[src/rtl/cp0_exception_unit.sv]
// MIPS coprocessor-0: Status/Cause/EPC registers, trap prioritisation, eret and
// mtc0/mfc0 access, plus a redirect-and-flush FSM that squashes wrong-path work.
module cp0_exception_unit #(
  parameter logic [31:0] EXC_VECTOR   = 32'h8000_0180,
  parameter int unsigned FLUSH_CYCLES = 3
) (
  input  logic        clk,
  input  logic        rst,
  input  logic        valid_E,
  input  logic        undef_E,
  input  logic        syscall_E,
  input  logic        break_point_E,
  input  logic        overflow_E,
  input  logic        eret_E,
  input  logic        mtc0_E,
  input  logic [4:0]  cp0_addr_E,
  input  logic [31:0] cp0_wdata_E,
  input  logic [31:0] pc_E,
  input  logic [5:0]  hw_int,
  input  logic [4:0]  cp0_raddr,
  output logic [31:0] cp0_rdata,
  output logic        exc_redirect,
  output logic [31:0] exc_target,
  output logic        exc_flush,
  output logic [31:0] status,
  output logic [31:0] cause,
  output logic [31:0] epc
);

  typedef enum logic {IDLE, FLUSH} state_t;

  localparam logic [2:0]  CNT_INIT    = 3'(FLUSH_CYCLES - 1);
  localparam logic [31:0] STATUS_MASK = 32'h0000_FF03;

  state_t      state_q;
  logic [2:0]  cnt_q;
  logic        redirect_q, flush_q;
  logic [31:0] target_q;
  logic [31:0] status_q, status_d;
  logic [31:0] cause_q, cause_d;
  logic [31:0] epc_q, epc_d;

  logic        int_req, act, trap, eret_go, wr;
  logic [4:0]  exc_code;

  always_comb begin
    int_req  = status_q[0] & ~status_q[1] & (|(cause_q[15:10] & status_q[15:10]));
    // Execute inputs belong to wrong-path instructions while flushing.
    act      = (state_q == IDLE) & valid_E;
    trap     = act & (int_req | undef_E | syscall_E | break_point_E | overflow_E);
    eret_go  = act & eret_E & ~trap;
    wr       = act & mtc0_E & ~trap & ~eret_E;

    exc_code = 5'd0;
    if (int_req)            exc_code = 5'd0;
    else if (undef_E)       exc_code = 5'd10;
    else if (syscall_E)     exc_code = 5'd8;
    else if (break_point_E) exc_code = 5'd9;
    else if (overflow_E)    exc_code = 5'd12;

    status_d        = status_q;
    cause_d         = cause_q;
    epc_d           = epc_q;
    cause_d[15:10]  = hw_int;

    if (trap) begin
      cause_d[6:2] = exc_code;
      // A nested trap keeps the EPC of the outermost exception.
      if (!status_q[1]) epc_d = pc_E;
      status_d[1] = 1'b1;
    end else if (eret_go) begin
      status_d[1] = 1'b0;
    end else if (wr) begin
      case (cp0_addr_E)
        5'd12:   status_d = cp0_wdata_E & STATUS_MASK;
        5'd13:   cause_d[9:8] = cp0_wdata_E[9:8];
        5'd14:   epc_d = cp0_wdata_E;
        default: ;
      endcase
    end
  end

  always_comb begin
    case (cp0_raddr)
      5'd12:   cp0_rdata = status_q;
      5'd13:   cp0_rdata = cause_q;
      5'd14:   cp0_rdata = epc_q;
      default: cp0_rdata = 32'h0;
    endcase
  end

  always_ff @(posedge clk) begin
    if (rst) begin
      status_q <= 32'h0;
      cause_q  <= 32'h0;
      epc_q    <= 32'h0;
    end else begin
      status_q <= status_d;
      cause_q  <= cause_d;
      epc_q    <= epc_d;
    end
  end

  always_ff @(posedge clk) begin
    if (rst) begin
      state_q    <= IDLE;
      cnt_q      <= 3'd0;
      redirect_q <= 1'b0;
      flush_q    <= 1'b0;
      target_q   <= 32'h0;
    end else begin
      case (state_q)
        IDLE: begin
          redirect_q <= 1'b0;
          if (trap || eret_go) begin
            state_q    <= FLUSH;
            cnt_q      <= CNT_INIT;
            redirect_q <= 1'b1;
            flush_q    <= 1'b1;
            target_q   <= trap ? EXC_VECTOR : epc_q;
          end
        end
        FLUSH: begin
          redirect_q <= 1'b0;
          if (cnt_q == 3'd0) begin
            state_q <= IDLE;
            flush_q <= 1'b0;
          end else begin
            cnt_q <= cnt_q - 3'd1;
          end
        end
        default: state_q <= IDLE;
      endcase
    end
  end

  assign exc_redirect = redirect_q;
  assign exc_target   = target_q;
  assign exc_flush    = flush_q;
  assign status       = status_q;
  assign cause        = cause_q;
  assign epc          = epc_q;

endmodule

[config.mk]
export PLATFORM = sky130hd
export DESIGN_NAME = cp0_exception_unit
export DESIGN_NICKNAME = d
export VERILOG_FILES = /design/src/rtl/cp0_exception_unit.sv
export SDC_FILE = /design/constraint.sdc
export NUM_CORES = 1
export LEC_CHECK = 0
export ABC_AREA = 1
export CAP_MARGIN = 20
export CELL_PAD_IN_SITES_DETAIL_PLACEMENT = 1
export CELL_PAD_IN_SITES_GLOBAL_PLACEMENT = 2
export CORE_MARGIN = 2
export CORE_UTILIZATION = 22
export CTS_BUF_LIST = sky130_fd_sc_hd__clkbuf_8
export DETAILED_ROUTE_END_ITERATION = 7
export GPL_ROUTABILITY_DRIVEN = 0
export PLACE_DENSITY_LB_ADDON = 0.08
export SLEW_MARGIN = 20
export SYNTH_ARGS = -nofsm -noshare
export SYNTH_HDL_FRONTEND = slang
export SYNTH_SLANG_ARGS = --single-unit
[constraint.sdc]
create_clock -name clk -period 4.6 [get_ports clk]
set_input_delay 0.92 -clock clk [delete_from_list [all_inputs] [get_ports clk]]
set_output_delay 0.92 -clock clk [all_outputs]
set_load 0.02 [all_outputs]
* Yosys cells after proc, flatten, opt, wreduce, memory -nomap -nowiden *
Index checks and enable logic that the tools add are counted.

cells by class
  add/sub/neg operators = 1
  eq/ne operators = 11
  muxes and demuxes = 26
  bitwise gates (word level) = 19
  reductions and logical operators = 14

operators by type and width
  cell                 count
  $mux 32              6
  $pmux 32 s3          1
  $eq 5x4->1 const B   6
  $mux 4               4
  $reduce_and 4->1     3
  $and 1x1->1          9
  $reduce_and 2->1     4
  $and 6x6->6          1
  $mux 1               6
  $mux 3               2
  $ne 2x2->1 const B   3
  $pmux 1 s2           3
  $pmux 3 s2           1
  $reduce_bool 3->1    2
  $reduce_or 6->1      1
  $mux 5               1
  $not 1->1            5
  $mux 2               2
  $ne 2x1->1 const B   2
  $or 1x1->1           4
  $reduce_bool 2->1    2
  $logic_not 3->1      1
  $sub 3x1->3 const B  1
  $logic_or 1x1->1     1

storage, ports and cells
  bits in registers = 93
  input bits = 89
  output and inout bits = 162
  logic and storage cells = 82

* Longest topological paths before layout *
  word-level depth = 14
  gate-level depth with buffers = 13
  gate-level depth less buffers = 11

* Worst setup path before layout *
No wires, ideal clock.

  kind = input port to output port
  start point = input port cp0_raddr[3]
  end point = output port cp0_rdata[3]
  arrival time = 1777 ps
  data required time = 3680 ps
  slack = 1903 ps
  stages on the path = 5
  buffers on the path = 1
  path through = nand2_1 -> nor2_1 -> nand3_1 -> clkbuf_1 -> o22ai_1

between the ends
  word-level cells in the longest chain between the ends = 2

ends and longest elaborated chain
  what             line  source
  start, declared  20    input logic [4:0] cp0_raddr,
  $eq 5x4->1       84    case (cp0_raddr)
  $pmux 32 s3 (*)  84
  end, declared    21    output logic [31:0] cp0_rdata,

Mark *: on every way between the ends. The rest lies on a longest branch, timed or not.

* Worst setup path after layout *
  start point = input port cp0_raddr[3]
  end point = output port cp0_rdata[13]

Same word-level chain as after synthesis.

==> qor.yml <==
hold_path:
  hold_class: "reg2reg"
  min_delay_path_depth: 2
placement:
  numPlacedInstances: 1181
  hpwl_um: 14900
  place.port_buffers: 208
  pre_cts_slack_ns: 0.815
  placed_area_um2: 6980
synthesis:
  ys_ff_latch: 92
  synthesis.area_per_instance_um2: 6.67
  ys_warn_count: 0
  syn-instance-count: 726
  synth_seq_area_share_pct: 38.0
  synth_top_flop_cell: "dfxtp_1"
  post_synth_num_cell_types: 35
  synthesis.area_um2: 4840
  async_reset_ff_share_pct: 0
  synth_edf_count: 0
timing:
  slew-limit-headroom_pct: 36.2
  whs_ns: 0.469
  finalCritPeriodShare_pct: 81.7
  setup_viol: 0
  tns_ns: 0
  tightest_slew_ns: 0.958
  period_minus_slack_ns: 3.76
  final.setup_skew_ns: 0.0188
  hold_viol_final: 0
  timing_max_transition_violations_final: 0
  rsz_0062_raised_after_global_routing: "false"
  finalWorstSetupSlack_ns: 0.841
  max_freq_mhz: 266
setup_path:
  crit_path_cell_trace: "clkdlybuf4s50_1 > nand2_1 > nor2_1 > nand3_2 > inv_1 > nand2_1 > o221ai_1 > clkdlybuf4s50_1"
  critical-path-max-stage-delay_ns: 0.64
  arrival_time_reported_for_the_critical_path_endpoint_ns: 2.84
  worst_setup_path_end_kind: "output pin"
  worstSetupPathType: "in2out"
  timing.critical_path.required_ns: 3.68
  critical_path.max_fanout: 8
  critical_path.top_delay_family: "buffers and inverters"
  path_depth: 8
  worstSetupStartpointType: "primary input"
  critical_path_buf_inv_count: 3
  rrSetupSlack_ns: 2.06
  reg2reg_depth: 10
  crit_slowest_cell: "clkdlybuf4s50_1"
global_routing:
  global_route.usage.total_pct: 17.5
  first_global_vias: 5395
  grt_first_pass_wirelength_um: 32000
  antenna_found_initial: 0
  grt-ovfl-total: 0
  grt_start_max_net_pins: 65
die:
  placement_rows: 54
  floorplan.initialDensity_pct: 22.3
  horiz_die_dim_um: 152
  floorplan.die_area_um2: 23200
  placeableCoreArea_um2: 21700
  num_io_pins: 251
  die_h_um: 152
pwr:
  cellPowerDensity_nw_per_um2: 272
  power.leakage_nw: 2.98
  ir_worst_vdd_v: 0.000120
route:
  detailedRoute.firstIterationViolations: 173
  detail-route-antenna-nets: 0
  drt_first_pass_iters: 4
  totalWireLength_um: 20800
  detail_route.vias_per_cell: 4.41
  via_count_of_the_routed_design: 5276
  route.detailed.wl_per_inst_um: 17.3
  drc_errors_left: 0
cells_and_area:
  multi_input_area_um2: 2340
  mostFrequentLayoutCell: "clkdlybuf4s50_1"
  num_antenna_cells: 0
  fill_cell_total_of_the_finished_layout: 2707
  layout-area-overhead-vs-synth_pct: 47.9
  num-nets-final: 1003
  regArea_um2: 1840
  postLayoutCellArea_um2: 7170
  mostFrequentLayoutCells: "clkdlybuf4s50_1, nand2_1, dfxtp_1, nor2_1, a21oi_1"
  post_route_cells_drive_above_1_share_pct: 5.34
  layout.cells.non_filler: 1197
run:
  drv_cap: 0
clocking:
  worst_setup_hold_path_clk_slew_ns: 0.09
  cts_setup_buffers: 0
  cts_max_level: 3
  clkLatencyLatePin_ns: 0.39
  cts_made_buffers: 9
  tritoncts: "built"
  clock_tree.root_cell: "clkbuf_8"
  cts-hold-fix-buffers: 0
  clock_sinks: 92
  ctsResizeCount: 0
  ctsLongestPathBuffers: 2
status:
  outcome: "completed"
## layer usage
layer | global-route usage [%] | vias to the layer above | part of all wire, %
met5 | 0 | - | 0
met4 | 4.54 | 0 | 1.2
met3 | 4.18 | 16 | 6.2
met2 | 29.3 | 159 | 47
met1 | 22.6 | 2519 | 46
li1 | - | 2582 | -
## report_power, final
group	internal (mW)	leakage (nW)	total (mW)	switching, mW
clock network	0.227	0.0876	0.555	0.328
logic	0.213	2.14	0.513	0.300
registers	0.842	0.752	0.884	0.0428
## registers in the layout, summed over array words and instances, names as in the netlist
signal / flops
state_q: 1
cause: 12
status: 10
epc: 32
exc_target: 32
exc_redirect: 1
cnt_q: 3
exc_flush: 1
## cells by family after synthesis
logic type                 Yosys count  synth area share [%]
and+or+nand+nor                    363                  32.2
buffers and inverters              162                  17.1
AOI/OAI and AO/OA                  106                  12.1
DFF                                 92                  38.0
adders and majority gates            2                 0.516
other                                1                0.0774
## worst register-to-register path: cells and delay by family, from the launching register on
kind                   cells  cell delay, ns
and+or+nand+nor            8            1.66
DFF                        1            0.35
AOI/OAI and AO/OA          1            0.14
buffers and inverters      1            0.33
## final timing paths
check                  from             end
max            cp0_raddr[3]   cp0_rdata[13]
min          exc_target[18]  exc_target[18]
max reg2reg      status[12]  exc_target[24]
min reg2reg  exc_target[18]  exc_target[18]
## final cells by class
class	count	area share, %
multi-input combinational	513	32.6
sequential	92	25.7
clock inverter	5	0.506
tap	280	4.89
inverter	78	4.12
timing repair buffer	218	30.0
clock buffer	11	2.11
## metrics by stage
step / utilization [%] / power, mW
after CTS: 33.0 / 1.98
after detailed placement: 32.2 / 1.42
final: 33.0 / 1.95
after global placement: 32.2 / 1.41
after global routing: 33.0 / 2.06
after floorplan: - / 1.20
## cell usage after synthesis (3+ instances only)
| master | count | area (um^2) |
|---|---|---|
| nand2_1 | 188 | 706 |
| dfxtp_1 | 92 | 1840 |
| nor2_1 | 78 | 293 |
| a21oi_1 | 76 | 380 |
| inv_1 | 74 | 278 |
| nand3_1 | 73 | 365 |
| buf_4 | 48 | 360 |
| clkbuf_1 | 17 | 63.8 |
| buf_2 | 14 | 70.1 |
| o21ai_0 | 10 | 50.1 |
| o221ai_1 | 8 | 70.1 |
| nand4_1 | 6 | 37.5 |
| o22ai_1 | 6 | 37.5 |
| nand2_2 | 5 | 31.3 |
| buf_6 | 3 | 33.8 |
| o21ai_1 | 3 | 15.0 |
(Power assumes the default switching activity.)
==> RTL change 1, RTL diff (same flow settings) <==
Add an input register stage for `cp0_raddr`, without a reset; this delays it by one clock. The other inputs are not delayed to match.
--- a/src/rtl/cp0_exception_unit.sv
+++ b/src/rtl/cp0_exception_unit.sv
@@ -31,6 +31,12 @@
 
   localparam logic [2:0]  CNT_INIT    = 3'(FLUSH_CYCLES - 1);
   localparam logic [31:0] STATUS_MASK = 32'h0000_FF03;
+
+  logic [4:0] cp0_raddr_q;
+
+  always_ff @(posedge clk) begin
+    cp0_raddr_q <= cp0_raddr;
+  end
 
   state_t      state_q;
   logic [2:0]  cnt_q;
@@ -81,7 +87,7 @@
   end
 
   always_comb begin
-    case (cp0_raddr)
+    case (cp0_raddr_q)
       5'd12:   cp0_rdata = status_q;
       5'd13:   cp0_rdata = cause_q;
       5'd14:   cp0_rdata = epc_q;
Check against the original RTL: not equivalent (a bounded check fails within 4 cycles, from zero or initial values and one cycle with rst high).
==> RTL change 1 against the unedited design <==
Cell area grew 1.5%. Routed wire length grew 0.86%. Sequential cell count grew 5. Setup slack gained 0.29 ns. Global-route usage grew 0.27 points. Highest routed layer unchanged. Total power grew 9.2%. Area after synthesis grew 0.90%. Via count grew 0.11%.
==> RTL change 1: results (changes against the unedited design) <==
** Finish
- The layout filler cell count was 2735 (+1.0%).
- Area used by sequential logic in the layout :: 1940 sq um (+5.4%)
- The final layout net count was 1007 (+0.40%).
- Ratio of cells with drive above 1 in the final layout :: 4.67% (-0.67 points)

** Synth
- By area the synthesized netlist is led by dfxtp_1 (40%), nand2_1 (13%), nand3_1 (9.3%), nor2_1 (8.2%), buf_4 (6.6%).
- Most used standard cells in the synthesized netlist :: nand2_1 (167), nor2_1 (107), dfxtp_1 (97)
- Share of the yosys chip area belonging to registers :: 39.7% (+1.7 points)
- Unique cell type count in the Yosys netlist :: 27 (-23%)
- The average instance area after synthesis came to 6.69 sq um (+0.21%).

** GRT
- Grt met1 use :: 23.4% (+0.84 points)
- The global-route wire length before repair came to 32.6 mm (+1.9%).
- Met2 Usage GRT :: 30.7% (+1.4 points)
- The number of global-route vias before repair is 5537 (+2.6%).
- GRT Total Usage :: 17.8% (+0.27 points)
- The met3 routing resource usage after global routing was 2.75% (-1.4 points).
- The maximum number of pins on one net before global-route repair was 54 (-17%).

** Timing
- The transition time at the pin with the least slew margin came to 1.00 ns (+0.0474 ns).
- The maximum clock skew at final layout was 0.0124 ns (-0.00641 ns).

** Critical path
- The largest individual stage delay along the critical path comes from the cell clkdlybuf4s50_1.
- Largest fanout on the critical path :: 12 (+4)
- The kind of cell with the highest combined delay along the critical path is simple AND/OR/NAND/NOR gates.
- The data arrival time of the worst path came to 2.55 ns (-0.29 ns).
- CP peak stage delay :: 0.67 ns (+0.03 ns)

** Power and ir drop
- The fraction of power spent switching nets was 32.9% (-1.5 points).
- Leakage dissipation :: 3.05 nW (+2.4%)
- Worst ir drop on vdd :: 0.119 mV (-0.50%)

** Status
- The flow ran to the end, and the final reports show no timing, DRC or antenna violations.

** Route
- The via count is 5282 (+0.11%).
- The detailed-route wire length came to 20.9 mm (+0.86%).
- The routed via count divided by cell count is 4.40 (-0.22%).

** Clock tree
- At the later pin of the worst-skew pair, clock insertion delay measures 0.38 ns.

** Place
- Post-detailed-placement half-perimeter wirelength :: 15.6 mm (+4.8%)
- Placement-stage worst setup slack :: 1.16 ns (+0.348 ns)

** Hold path
- The worst hold path belongs to the class reg2reg.
==> RTL change 1: cell types whose count changed after synthesis, moves of 7 or more <==
cell      delta
o21ai_0      +7
nor2_1      +29
buf_2        +7
nand2_1     -21
a21oi_1     -30
nand3b_1     +7
nand3_1     +18
==> RTL change 1: worst min-delay path, delay by kind of cell, from the launching register on <==
family / cells / cell delay [ns]
flip-flops: 1 / 0.32
AO/OA/AOI/OAI: 1 / 0.05
AND/OR/NAND/NOR: 1 / 0.06
==> RTL change 1: area by class of cell <==
class                      count  share of cell area, %
sequential                    97                   26.7
tap                          280                   4.82
clock inverter                 6                   1.24
clock buffer                  10                   1.89
multi-input combinational    515                   32.0
inverter                      77                   3.97
timing repair buffer         216                   29.4
==> RTL change 1: power by group through the flow <==
stage               Combinational (mW)  Clock [mW]  Sequential [mW]
floorplan                        0.273           0            0.990
global placement                 0.530           0            0.958
detailed placement               0.541           0            0.959
CTS                              0.543       0.683            0.940
global route                     0.592       0.724            0.947
finish                           0.536       0.658            0.938
==> RTL change 1: final timing paths <==
check | start | end | slack, ns
worst min-delay path | exc_target[4] | exc_target[4] | 0.47
worst max-delay path | cp0_raddr_q[4] | cp0_rdata[9] | 1.13
worst max register to register | cause[13] | epc[21] | 2.07
worst min register to register | exc_target[4] | exc_target[4] | 0.47
==> RTL change 1: kinds of logic after synthesis <==
logic type,synth area share [%]
adders and majority gates,0.512
AOI/OAI and AO/OA,8.83
buffers and inverters,16.1
and+or+nand+nor,34.7
other,0.0767
DFF,39.7
==> RTL change 1: layer usage <==
metal | wire (microns) | part of all wire [%]
met5 | 0 | 0
met4 | 184 | 0.88
met3 | 914 | 4.4
met2 | 10200 | 49
met1 | 9590 | 46
==> RTL change 2, RTL diff (same flow settings) <==
Without the edit above. `EXC_VECTOR`: 32'h8000_0180 -> 32'h80000000.
--- a/src/rtl/cp0_exception_unit.sv
+++ b/src/rtl/cp0_exception_unit.sv
@@ -1,7 +1,7 @@
 // MIPS coprocessor-0: Status/Cause/EPC registers, trap prioritisation, eret and
 // mtc0/mfc0 access, plus a redirect-and-flush FSM that squashes wrong-path work.
 module cp0_exception_unit #(
-  parameter logic [31:0] EXC_VECTOR   = 32'h8000_0180,
+  parameter logic [31:0] EXC_VECTOR   = 32'h80000000,
   parameter int unsigned FLUSH_CYCLES = 3
 ) (
   input  logic        clk,
Check against the original RTL: not equivalent (Yosys sat finds a counterexample within 4 cycles, from zero or initial values and one cycle with rst high).
==> RTL change 2 against the unedited design <==
Routed wire length about the same. Setup slack got worse by 0.23 ns. Hold slack got worse by 0.0049 ns. Total power increased by 1.4%. Non-clock buffer count decreased by 4. Largest power group unchanged. Fmax decreased by 5.8%. Area after synthesis increased by 3.6%. Sequential cell count unchanged. Cell area increased by 1.4%. Sequential power about the same. Largest cell class unchanged. Core utilization decreased by 0.74 points.
==> RTL change 2: results (changes against the unedited design) <==
** Status
- The flow ran to the end, and the final reports show no timing, DRC or antenna violations.

** Synth
- In the post-synthesis netlist, the biggest area contributors are dfxtp_1 (37%), nand2_1 (14%), buf_4 (7.0%), a21oi_1 (6.6%), nand3_1 (6.2%).
- The share of async-settable or async-resettable flops after synthesis was 0% (unchanged).
- The count of warnings emitted by yosys is 0 (unchanged).
- The compound-cell area share of the yosys netlist was 12.5% (+0.38 points).
- The sequential share of the synthesized area was 36.7% (-1.3 points).
- Adder and majority gate portion of the synthesized area :: 0.499% (-0.018 points)
- Yosys top cell area share :: 36.7% (-1.3 points)
- Share of the synthesized netlist area taken by xor and xnor gates :: 0% (unchanged)
- Most used standard cells in the synthesized netlist :: nand2_1 (191), dfxtp_1 (92), inv_1 (74)
- The number of distinct library cells after synthesis came to 36 (+2.9%).

** Route
- The average routed wire per standard cell is 17.4 microns (about the same).
- DR iter-0 viols :: 154 (-11%)
- The length of the first detailed-routing pass in iterations was 4 (unchanged).
- Via Count :: 5163 (-2.1%)

** Finish
- Ratio of cells with drive above 1 in the final layout :: 7.57% (+2.2 points)
- Nets@finish :: 998 (-0.50%)
- The total inserted antenna cells is 0 (unchanged).

** Power and ir drop
- Leakage dissipation :: 3.02 nW (+1.5%)
- The internal power summed over all cells was 1.31 mW (+2.2%).
- Combinational fraction of design power :: 26.0% (-0.3 points)
- The maximum resistive drop on vdd is 0.119 mV (-0.78%).

** GRT
- Vias in the first global route :: 5479 (+1.6%)
- Met2 Usage GRT :: 30.4% (+1.1 points)
- The number of antenna violations at the first check in global routing came to 0 (unchanged).
- The global-route wire length before repair was 31.6 mm (-1.3%).
- GRT Total Usage :: 17.1% (-0.41 points)
- The met3 routing resource usage after global routing is 3.90% (-0.28 points).
- The met1 usage was 20.8% (-1.8 points).

** Critical path
- The slack of the worst reg-to-reg path came to 2.00 ns (-0.06 ns).
- In this run the critical register-to-register path is captured at exc_target[23].
- Worst R2R Path Depth :: 7 (-3)
- The worst register-to-register path begins at state_q.
- Critical path arrival :: 3.07 ns (+0.23 ns)
- The longest individual stage delay on the worst path is 0.66 ns (+0.02 ns).
- Largest fanout on the critical path :: 12 (+4)

** Clock tree
- The clock-pin slew on the worst setup and hold paths is 0.09 ns (about the same).

** Timing
- Setup skew after layout :: 0.0136 ns (-0.00524 ns)
- The transition time at the pin with the least slew margin came to 0.916 ns (-0.0414 ns).
- Min Hold Slack :: 0.464 ns (-0.00487 ns)

** Hold path
- The tightest min-delay check is of the reg2reg type.
- Hold Path Sink :: exc_target[18]
- Hold path startpoint :: exc_target[18]
- The number of instances on the worst hold path is 2 (unchanged).

** Place
- The post-detailed-placement half-perimeter wirelength was 15.4 mm (+3.5%).
- Port-buffer cells :: 208 (unchanged)
- Placement-stage worst setup slack :: 0.603 ns (-0.212 ns)
[RTL change 2: changes by cell type after synthesis, moves of 2 or more]
cell / unedited run / this run
nor2_1: 78 / 72
or2_4: 0 / 2
buf_6: 3 / 12
or2_1: 2 / 0
nand3_1: 73 / 62
buf_2: 14 / 10
nand2_1: 188 / 191
a21oi_2: 1 / 13
a21oi_1: 76 / 66
nor3_1: 1 / 3
clkbuf_1: 17 / 13
nand3_2: 1 / 12
o21ai_1: 3 / 1
[RTL change 2: worst max-delay path: cells and delay by family]
family	cells	cell delay, ns
AND/OR/NAND/NOR	2	0.64
AO/OA/AOI/OAI	1	0.42
buffers and inverters	2	1.09
[RTL change 2: final cells by class]
cell class                 count  area [sq um]
multi-input combinational    513          2450
inverter                      77           295
clock buffer                   9           124
timing repair buffer         214          2120
sequential                    92          1840
tap                          285           357
clock inverter                 7          76.3
fill                        2792         15200
[RTL change 2: metal layers]
layer | part of all wire (%) | vias up
met2 | 50 | 131
li1 | - | 2578
met4 | 1.5 | 0
met1 | 44 | 2437
met3 | 4.4 | 17
met5 | 0 | -
[RTL change 2: cell families after synthesis]
logic type / count (synthesis)
simple gates: 364
other cells: 1
compound gates: 105
flops: 92
buf+inv: 161
fa+ha+maj: 2
[RTL change 2: worst max-delay path by stage]
stage	start	to	slack, ns	cells past startpoint
after floorplan	cp0_raddr[3]	cp0_rdata[3]	1.90	5
after global placement	cp0_raddr[4]	cp0_rdata[9]	0.69	5
after detailed placement	cp0_raddr[1]	cp0_rdata[8]	0.60	5
after CTS	cp0_raddr[1]	cp0_rdata[8]	0.59	5
after global routing	cp0_raddr[4]	cp0_rdata[9]	0.42	5
final	cp0_raddr[1]	cp0_rdata[8]	0.61	5
[RTL change 2: through the flow]
stage | area (sq um) | utilization [%] | cells
2_1_floorplan | 5170 | - | 766
3_3_place_gp | 7070 | 31.4 | 1181
3_5_place_dp | 7070 | 31.4 | 1181
4_1_cts | 7270 | 32.3 | 1197
5_1_grt | 7270 | 32.3 | 1197
6_report | 7270 | 32.3 | 1197
[RTL change 2: power by group through the flow]
stage	Clock [mW]	Sequential, mW	Combinational (mW)
after global placement	0	0.907	0.512
final	0.577	0.887	0.515
after detailed placement	0	0.906	0.520
after global routing	0.645	0.895	0.565
after floorplan	0	0.935	0.282
after CTS	0.620	0.889	0.522
